<file path="src/rtl/uart_pwm_pkg.sv">
// Shared encodings and constants for the UART-controlled multi-channel PWM block.
package uart_pwm_pkg;

    // Receiver states
    localparam logic [1:0] RX_IDLE  = 2'd0;
    localparam logic [1:0] RX_START = 2'd1;
    localparam logic [1:0] RX_DATA  = 2'd2;
    localparam logic [1:0] RX_STOP  = 2'd3;

    // Frame parser states
    localparam logic P_ADDR = 1'b0;
    localparam logic P_DATA = 1'b1;

    localparam logic [7:0]  BROADCAST_ADDR = 8'hFF;
    localparam int unsigned TIMEOUT_BITS   = 20;

endpackage

</file>
<file path="src/rtl/uart_rx_byte.sv">
// 8N1 byte receiver: two-flop synchroniser, mid-bit sampling, framing-error detection.
module uart_rx_byte
    import uart_pwm_pkg::*;
#(
    parameter int unsigned BIT_CNT = 104
) (
    input  logic       CLK,
    input  logic       RST_N,
    input  logic       RX,
    output logic [7:0] data,
    output logic       byte_valid,
    output logic       frame_err
);

    localparam int unsigned CW = $clog2(BIT_CNT + 1);
    localparam logic [CW-1:0] HALF_M1 = CW'(BIT_CNT / 2 - 1);
    localparam logic [CW-1:0] FULL_M1 = CW'(BIT_CNT - 1);

    logic          rx_meta, rx_sync, rx_prev;
    logic [1:0]    state;
    logic [CW-1:0] cnt;
    logic [2:0]    bit_idx;
    logic [7:0]    shreg;

    // Synchronise RX and keep one delayed copy for falling-edge detection
    always_ff @(posedge CLK or negedge RST_N) begin
        if (!RST_N) begin
            rx_meta <= 1'b1;
            rx_sync <= 1'b1;
            rx_prev <= 1'b1;
        end else begin
            rx_meta <= RX;
            rx_sync <= rx_meta;
            rx_prev <= rx_sync;
        end
    end

    // Receive state machine; byte_valid/frame_err are single-cycle strobes
    always_ff @(posedge CLK or negedge RST_N) begin
        if (!RST_N) begin
            state      <= RX_IDLE;
            cnt        <= '0;
            bit_idx    <= 3'd0;
            shreg      <= 8'd0;
            byte_valid <= 1'b0;
            frame_err  <= 1'b0;
        end else begin
            byte_valid <= 1'b0;
            frame_err  <= 1'b0;
            case (state)
                RX_IDLE: begin
                    cnt     <= '0;
                    bit_idx <= 3'd0;
                    // Edge, not level: a line held low after a bad stop bit must not restart
                    if (rx_prev && !rx_sync) state <= RX_START;
                end
                RX_START: begin
                    if (cnt == HALF_M1) begin
                        cnt   <= '0;
                        state <= rx_sync ? RX_IDLE : RX_DATA;
                    end else begin
                        cnt <= cnt + 1'b1;
                    end
                end
                RX_DATA: begin
                    if (cnt == FULL_M1) begin
                        cnt     <= '0;
                        shreg   <= {rx_sync, shreg[7:1]};
                        bit_idx <= bit_idx + 3'd1;
                        if (bit_idx == 3'd7) state <= RX_STOP;
                    end else begin
                        cnt <= cnt + 1'b1;
                    end
                end
                default: begin
                    if (cnt == FULL_M1) begin
                        cnt   <= '0;
                        state <= RX_IDLE;
                        if (rx_sync) byte_valid <= 1'b1;
                        else         frame_err  <= 1'b1;
                    end else begin
                        cnt <= cnt + 1'b1;
                    end
                end
            endcase
        end
    end

    assign data = shreg;

endmodule

</file>
<file path="src/rtl/uart_pwm_multi.sv">
// UART-controlled multi-channel PWM: two-byte frames (address, duty) set per-channel duty.
// Optional build macro UART_PWM_FADE_EN: active duty ramps by 1 per period toward target.
module uart_pwm_multi
    import uart_pwm_pkg::*;
#(
    parameter int unsigned CLK_FREQ  = 12_000_000,
    parameter int unsigned BAUD_RATE = 115200,
    parameter int unsigned PWM_FREQ  = 1000,
    parameter int unsigned NUM_CH    = 4
) (
    input  logic              CLK,
    input  logic              RST_N,
    input  logic              RX,
    output logic [NUM_CH-1:0] LED,
    output logic              ERR
);

    localparam int unsigned BIT_CNT    = CLK_FREQ / BAUD_RATE;
    localparam int unsigned PWM_PERIOD = CLK_FREQ / PWM_FREQ;
    localparam int unsigned TMO_CYCLES = TIMEOUT_BITS * BIT_CNT;
    localparam int unsigned PW = $clog2(PWM_PERIOD + 1);
    localparam int unsigned AW = $clog2(PWM_PERIOD + 256);
    localparam int unsigned TW = $clog2(TMO_CYCLES + 1);

    logic [7:0]  rx_data;
    logic        rx_valid, rx_ferr;

    logic        pstate;
    logic [7:0]  addr_q;
    logic [TW-1:0] tmo_q;
    logic [7:0]  target_q [NUM_CH];
    logic [7:0]  active_q [NUM_CH];

    logic [PW-1:0] pcnt_q;
    logic [AW-1:0] acc_q, acc_sum;
    logic [7:0]    slot_q;
    logic          wrap;
    logic [NUM_CH-1:0] led_d;

    uart_rx_byte #(
        .BIT_CNT (BIT_CNT)
    ) u_rx (
        .CLK        (CLK),
        .RST_N      (RST_N),
        .RX         (RX),
        .data       (rx_data),
        .byte_valid (rx_valid),
        .frame_err  (rx_ferr)
    );

    // Frame parser: address byte then value byte, with a timeout that drops a stale address
    always_ff @(posedge CLK or negedge RST_N) begin
        if (!RST_N) begin
            pstate <= P_ADDR;
            addr_q <= 8'd0;
            tmo_q  <= '0;
            ERR    <= 1'b0;
            for (int i = 0; i < NUM_CH; i++) target_q[i] <= 8'd0;
        end else begin
            ERR <= rx_ferr;
            case (pstate)
                P_ADDR: begin
                    tmo_q <= '0;
                    if (rx_valid) begin
                        addr_q <= rx_data;
                        pstate <= P_DATA;
                    end
                end
                default: begin
                    if (rx_valid) begin
                        pstate <= P_ADDR;
                        if (addr_q == BROADCAST_ADDR) begin
                            for (int i = 0; i < NUM_CH; i++) target_q[i] <= rx_data;
                        end else if (addr_q < 8'(NUM_CH)) begin
                            for (int i = 0; i < NUM_CH; i++)
                                if (addr_q == 8'(i)) target_q[i] <= rx_data;
                        end else begin
                            ERR <= 1'b1;
                        end
                    end else if (tmo_q == TW'(TMO_CYCLES - 1)) begin
                        pstate <= P_ADDR;
                    end else begin
                        tmo_q <= tmo_q + 1'b1;
                    end
                end
            endcase
        end
    end

    assign wrap = (pcnt_q == PW'(PWM_PERIOD - 1));

    // acc_q tracks (pcnt*256) mod PWM_PERIOD so slot_q == floor(pcnt*256/PWM_PERIOD)
    always_comb acc_sum = acc_q + AW'(256);

    // Shared period counter and 0..255 slot index
    always_ff @(posedge CLK or negedge RST_N) begin
        if (!RST_N) begin
            pcnt_q <= '0;
            acc_q  <= '0;
            slot_q <= 8'd0;
        end else if (wrap) begin
            pcnt_q <= '0;
            acc_q  <= '0;
            slot_q <= 8'd0;
        end else begin
            pcnt_q <= pcnt_q + 1'b1;
            if (acc_sum >= AW'(PWM_PERIOD)) begin
                acc_q  <= acc_sum - AW'(PWM_PERIOD);
                slot_q <= slot_q + 8'd1;
            end else begin
                acc_q <= acc_sum;
            end
        end
    end

    // Active duty only changes on the wrap cycle so no period is cut short
    always_ff @(posedge CLK or negedge RST_N) begin
        if (!RST_N) begin
            for (int i = 0; i < NUM_CH; i++) active_q[i] <= 8'd0;
        end else if (wrap) begin
            for (int i = 0; i < NUM_CH; i++) begin
`ifdef UART_PWM_FADE_EN
                if (active_q[i] < target_q[i])      active_q[i] <= active_q[i] + 8'd1;
                else if (active_q[i] > target_q[i]) active_q[i] <= active_q[i] - 8'd1;
`else
                active_q[i] <= target_q[i];
`endif
            end
        end
    end

    // Duty 255 is forced fully on; the slot compare alone would drop the last slot
    always_comb begin
        led_d = '0;
        for (int i = 0; i < NUM_CH; i++)
            led_d[i] = (active_q[i] == 8'hFF) || (slot_q < active_q[i]);
    end

    // Registered LED outputs
    always_ff @(posedge CLK or negedge RST_N) begin
        if (!RST_N) LED <= '0;
        else        LED <= led_d;
    end

endmodule

</file>
<file path="config.mk">
export PLATFORM = sky130hd
export DESIGN_NAME = uart_pwm_multi
export DESIGN_NICKNAME = d
export VERILOG_FILES = /design/src/rtl/uart_pwm_pkg.sv /design/src/rtl/uart_rx_byte.sv /design/src/rtl/uart_pwm_multi.sv
export SDC_FILE = /design/constraint.sdc
export NUM_CORES = 1
export LEC_CHECK = 0
export BUFFER_PORTS_ARGS = -buffer_cell sky130_fd_sc_hd__buf_2
export CORE_UTILIZATION = 25
export DETAILED_ROUTE_END_ITERATION = 6
export GPL_ROUTABILITY_DRIVEN = 0
export SETUP_SLACK_MARGIN = 0.15
export SLEW_MARGIN = 30
export SYNTH_ARGS = -nofsm -noshare
export SYNTH_HDL_FRONTEND = slang
export SYNTH_HIERARCHICAL = 1
export SYNTH_SLANG_ARGS = --single-unit
</file>
<file path="constraint.sdc">
create_clock -name CLK -period 4.2 [get_ports CLK]
set_input_delay 0.42 -clock CLK [delete_from_list [all_inputs] [get_ports CLK]]
set_output_delay 0.42 -clock CLK [all_outputs]
set_load 0.01 [all_outputs]
</file>
After elaboration in Yosys (flattened, before gate mapping)
Index checks and enable logic that the tools add are counted.

Bits in registers: 151. Logic and storage cells: 126.

$add $sub $neg: 7. Magnitude comparators: 6. Eq/ne operators: 21. Mux-type cells: 40. Bitwise gates (word level): 1. Reduce and logical (&&, ||, !) cells: 26.

Operators by type and width (count): 32-bit 2-to-1 mux (2); 8-bit 2-to-1 mux (6); 14-bit 2-to-1 mux (3); 8-bit equality test, second input constant (5); 12-bit 2-to-1 mux (3); 8-bit less-than comparator (4); 8-bit by 2-bit equality test with 1-bit output, second input constant (2); 4-bit AND reduction (4); 14-bit by 1-bit adder with 14-bit output, second input constant (1); 14-bit by 9-bit adder with 14-bit output, second input constant (1); 14-bit equality test, second input constant (1); 14-bit greater-or-equal comparator, second input constant (1); 1-bit 2-to-1 mux (14); 7-bit 2-to-1 mux (2); 7-bit case mux with 2 select lines (1); 2-bit nonzero test (7); 14-bit subtractor, second input constant (1); 12-bit by 1-bit adder with 12-bit output, second input constant (1); 12-bit equality test, second input constant (1); 2-bit 2-to-1 mux (6); 8-bit by 1-bit adder with 8-bit output, second input constant (1); 8-bit by 1-bit equality test with 1-bit output, second input constant (1); 8-bit zero test (1); 8-bit by 3-bit less-than comparator with 1-bit output, second input constant (1); other kinds (21) (31).

Depth between registers and ports, before layout
Depth in word-level cells: 5. Gate-level depth with buffers: 8. Depth with buffers taken out: 6.

Hierarchy
Netlist, hierarchy kept.

Modules (own cells, without submodules): uart_pwm_multi (times used 1, cells each 550, area each 5945.7 µm², seq. area each 3027.9 µm²); uart_rx_byte (times used 1, cells each 93, area each 1121.1 µm², seq. area each 629.4 µm²).

Worst setup path before layout
OpenSTA, ideal clock, no wires.

Path type: reg2reg. From: reg pcnt_q[5]. To: reg active_q[16] (netlist name). Library setup time: 0.125 ns. Arrival: 1.882 ns. Required time: 4.075 ns. Slack: 2.193 ns. Stages on the path, launching flop included: 5. Buffers on the path: 1. Path through: dfrtp_1 -> or4b_1 -> nor4_4 -> buf_2 -> mux2_2.

Longest elaborated chain between the ends: 1.

RTL lines: start, declared (RTL line uart_pwm_multi.sv:34) `logic [PW-1:0] pcnt_q;`; start signal, assigned (RTL line uart_pwm_multi.sv:106) `pcnt_q <= pcnt_q + 1'b1;`; 14-bit equality test (RTL line uart_pwm_multi.sv:90) `assign wrap = (pcnt_q == PW'(PWM_PERIOD - 1));`; end signal, assigned by index (RTL line uart_pwm_multi.sv:126) `active_q[i] <= target_q[i];`; end, declared (RTL line uart_pwm_multi.sv:32) `logic [7:0] active_q [NUM_CH];`.

No other way between the ends. A chain may end at the register's enable or synchronous reset.

Worst setup path after layout
From: reg acc_q[8]. To: reg slot_q[5].

Longest elaborated chain between the ends: 3.

RTL lines: start, declared (RTL line uart_pwm_multi.sv:35) `logic [AW-1:0] acc_q, acc_sum;`; start signal, assigned (RTL line uart_pwm_multi.sv:108) `acc_q <= acc_sum - AW'(PWM_PERIOD);`; start signal, assigned (RTL line uart_pwm_multi.sv:111) `acc_q <= acc_sum;`; 14-bit by 9-bit adder with 14-bit output (RTL line uart_pwm_multi.sv:93) `always_comb acc_sum = acc_q + AW'(256);`; 14-bit greater-or-equal comparator (RTL line uart_pwm_multi.sv:107) `if (acc_sum >= AW'(PWM_PERIOD)) begin`; 2-bit nonzero test (no line); end signal, assigned (RTL line uart_pwm_multi.sv:109) `slot_q <= slot_q + 8'd1;`; end, declared (RTL line uart_pwm_multi.sv:36) `logic [7:0] slot_q;`.

No other way between the ends.

==> metrics.txt <==
max incr delay on CP 0.72 ns; detail-routed net length per standard cell 13.1 um; Crit path arrival time 2.78 ns; count of routing violations after the opening detailed-route iteration about 300; GR Overflow Total 0; Setup Viol. Count Final 0; quantity of I/O buffers inserted on ports 7; LEAKAGE 3.56 nW; worst hold margin 0.0312 ns; startpoint class of the critical path flop; antenna fix cells 0; Clk network pwr share 47.1%; setup TNS 0 ns; clk sink count 146; largest net degree at the start of global routing 94; count of H-tree levels built during CTS 4; peak supply drop between 0.2 and 0.3 mV; worst-path maximum fanout 24; Layout area overhead 14.9%; count of instances resized after the clock tree is built 0; Cell Int Power approximately 2.4 mW; half-perimeter wire length after placement approximately 9.0 mm; post-synthesis instance area between 0.007 and 0.008 mm^2; CP Class reg -> reg; transition at the pin with the smallest max-transition slack between 0.8 and 0.9 ns; clock transition at the register clock pins on the worst setup and hold paths after CTS 0.06 ns; die span in y 170 um; count of endpoints failing hold in the final timing report 0; post-synth cell types 61; overall via count from detail_route 4750; Via-to-Cell Ratio 4.54; cell-by-cell trace of the critical path ha_1, xnor2_1, o41a_1, or4b_1, a21oi_1; number of nets in the finished design 696; EDFF count, synth 0; result of the run completed; core area 0.0278 mm^2; relative slew slack between 40% and 50%; nature of the critical path endpoint flop; share of layout cells above drive strength 1 17.4%; maximum number of buffers from clock root to sink 2; area fraction of the dominant cell type after synthesis 50.6%; cell with the most instances after synthesis dfrtp_1; CTS tree built; first-pass GRT wire length roughly 23 mm; most common flop cell mapped by yosys dfrtp_1; All-Layer GR Usage 10.2%; post-detailed-routing wire length 13.7 mm; chip width 170 um; # hold bufs at CTS 0; proportion of synthesized chip area in sequential cells 51.8%; cell types with the highest counts after synthesis dfrtp_1, nand2_1, mux2_2, o21ai_0, ha_1; net switching power 0.790 mW; DRC violations left 0; classification of the worst-slack hold path in -> async; Maximum Capacitance Violations 0; Clk Latency, worst-skew pair 0.43 ns; Data required, critical path 4.55 ns; number of global-route vias before repair 4607; number of I/O pins 8; Max Clock Skew 0.00720 ns; max frequency 412 MHz; number of nets still failing antenna checks after routing 0; flops & latches, synth about 150; max-slew violation count 0; top cells by area in the synthesized netlist dfrtp_1, mux2_2, ha_1; mean area per synthesized cell 11.0 um^2; part of the power in registers around 48%; net count of the mapped netlist between 600 and 700; final worst path period share 57.8%; part of the power in combinational logic 5.2%; cell count after synthesis 643; DIE AREA 0.0289 mm^2; site row count 61; Yosys warning count 6; slowest library cell on the worst path o41a_1; total setup buffers inserted after CTS 0; min Tclk post-route 2.43 ns; Sw Ratio 25.1%; number of antenna violations at the first check in global routing 0; total clock buffers created by CTS 17; Pwr Density 388 mW/mm^2; fraction of registers with async set or reset after synthesis 100%; cell accounting for the most synthesized area dfrtp_1; RSZ-0062 raised after global routing false; Initial Utilization 25.4%; detailed-router iteration count before antenna repair 4; Root Driver clkbuf_16
==> cell families after synthesis <==
group	after synthesis	share of synthesized area, %
compound gates	121	10.7
fa+ha+maj	38	6.73
mux	54	8.57
buf+inv	55	3.20
xor+xnor	26	3.22
simple gates	203	15.8
flops	146	51.8
==> flip-flops by register name, summed over array words and instances, names as in the netlist <==
| name | count |
|---|---|
| u_rx/rx_meta | 1 |
| u_rx/frame_err | 1 |
| u_rx/byte_valid | 1 |
| active_q | 32 |
| u_rx/rx_sync | 1 |
| acc_q | 9 |
| u_rx/state | 2 |
| addr_q | 8 |
| slot_q | 8 |
| target_q | 32 |
| pcnt_q | 14 |
| u_rx/bit_idx | 3 |
| u_rx/data | 8 |
| tmo_q | 12 |
| u_rx/cnt | 7 |
| LED | 4 |
| pstate | 1 |
| ERR | 1 |
| u_rx/rx_prev | 1 |
==> power groups by stage <==
| stage | Sequential, mW | Combinational (mW) | Clock [mW] |
|---|---|---|---|
| after floorplan | 1.50 | 0.142 | 0 |
| after global placement | 1.53 | 0.164 | 0 |
| after detailed placement | 1.53 | 0.168 | 0 |
| after CTS | 1.50 | 0.168 | 1.53 |
| after global routing | 1.51 | 0.191 | 1.58 |
| final | 1.50 | 0.163 | 1.49 |
==> layer usage <==
metal	share of wire, %	wire length, um	GRT usage [%]
met1	49	6660	13.2
met2	47	6370	16.4
met3	3.1	420	2.28
met4	1.7	231	4.31
met5	0	0	0
==> area by class of cell <==
class	instances	area, um^2
inverter	36	135
clock inverter	14	145
timing repair buffer	12	81.3
multi-input combinational	442	3190
clock buffer	18	439
sequential	146	3660
tap	378	473
fill	2877	19700
==> critical path, delay by kind of cell (launching register included) <==
family	cells	cell delay, ns
fa+ha+maj	1	0.24
xor+xnor	1	0.21
flops	1	0.43
compound gates	2	0.87
simple gates	1	0.60
==> layout by cell type (no fill, tap or decap), types with 5 or more instances in the layout <==
cell,count
and2_1,12
a21oi_2,5
nand2_1,63
nand4_1,18
nor3_1,10
nor2b_1,7
nand3_1,18
clkbuf_16,17
nor4_1,5
inv_1,36
o21ai_0,46
mux2_2,52
xor2_1,9
buf_2,6
nor2_1,22
or4b_1,6
a21oi_1,26
xnor2_1,17
buf_4,5
or3_1,9
ha_1,38
dfrtp_1,143
==> metrics by stage <==
stage	util (%)	setup slack, ns	total power, mW	instance area [um^2]	cells
floorplan	-	2.19	1.64	7070	643
global placement	27.1	1.88	1.69	7530	1014
detailed placement	27.1	1.81	1.70	7530	1014
CTS	29.2	1.80	3.20	8120	1046
global route	29.2	1.64	3.28	8120	1046
finish	29.2	1.77	3.15	8120	1046
==> final timing paths <==
path,start,endpoint,slack (ns),cells past startpoint
worst min-delay path,RST_N,acc_q[10]$_DFF_PN0_,0.03,1
worst min register to register,u_rx/rx_meta$_DFF_PN1_,u_rx/rx_sync$_DFF_PN1_,0.36,0
max in group asynchronous,RST_N,u_rx/rx_meta$_DFF_PN1_,3.22,2
worst max register to register,acc_q[8]$_DFF_PN0_,slot_q[5]$_DFFE_PN0P_,1.77,5
min in group CLK,RX,u_rx/rx_meta$_DFF_PN1_,0.09,1
worst max-delay path,acc_q[8]$_DFF_PN0_,slot_q[5]$_DFFE_PN0P_,1.77,5
(Power assumes the default switching activity.)
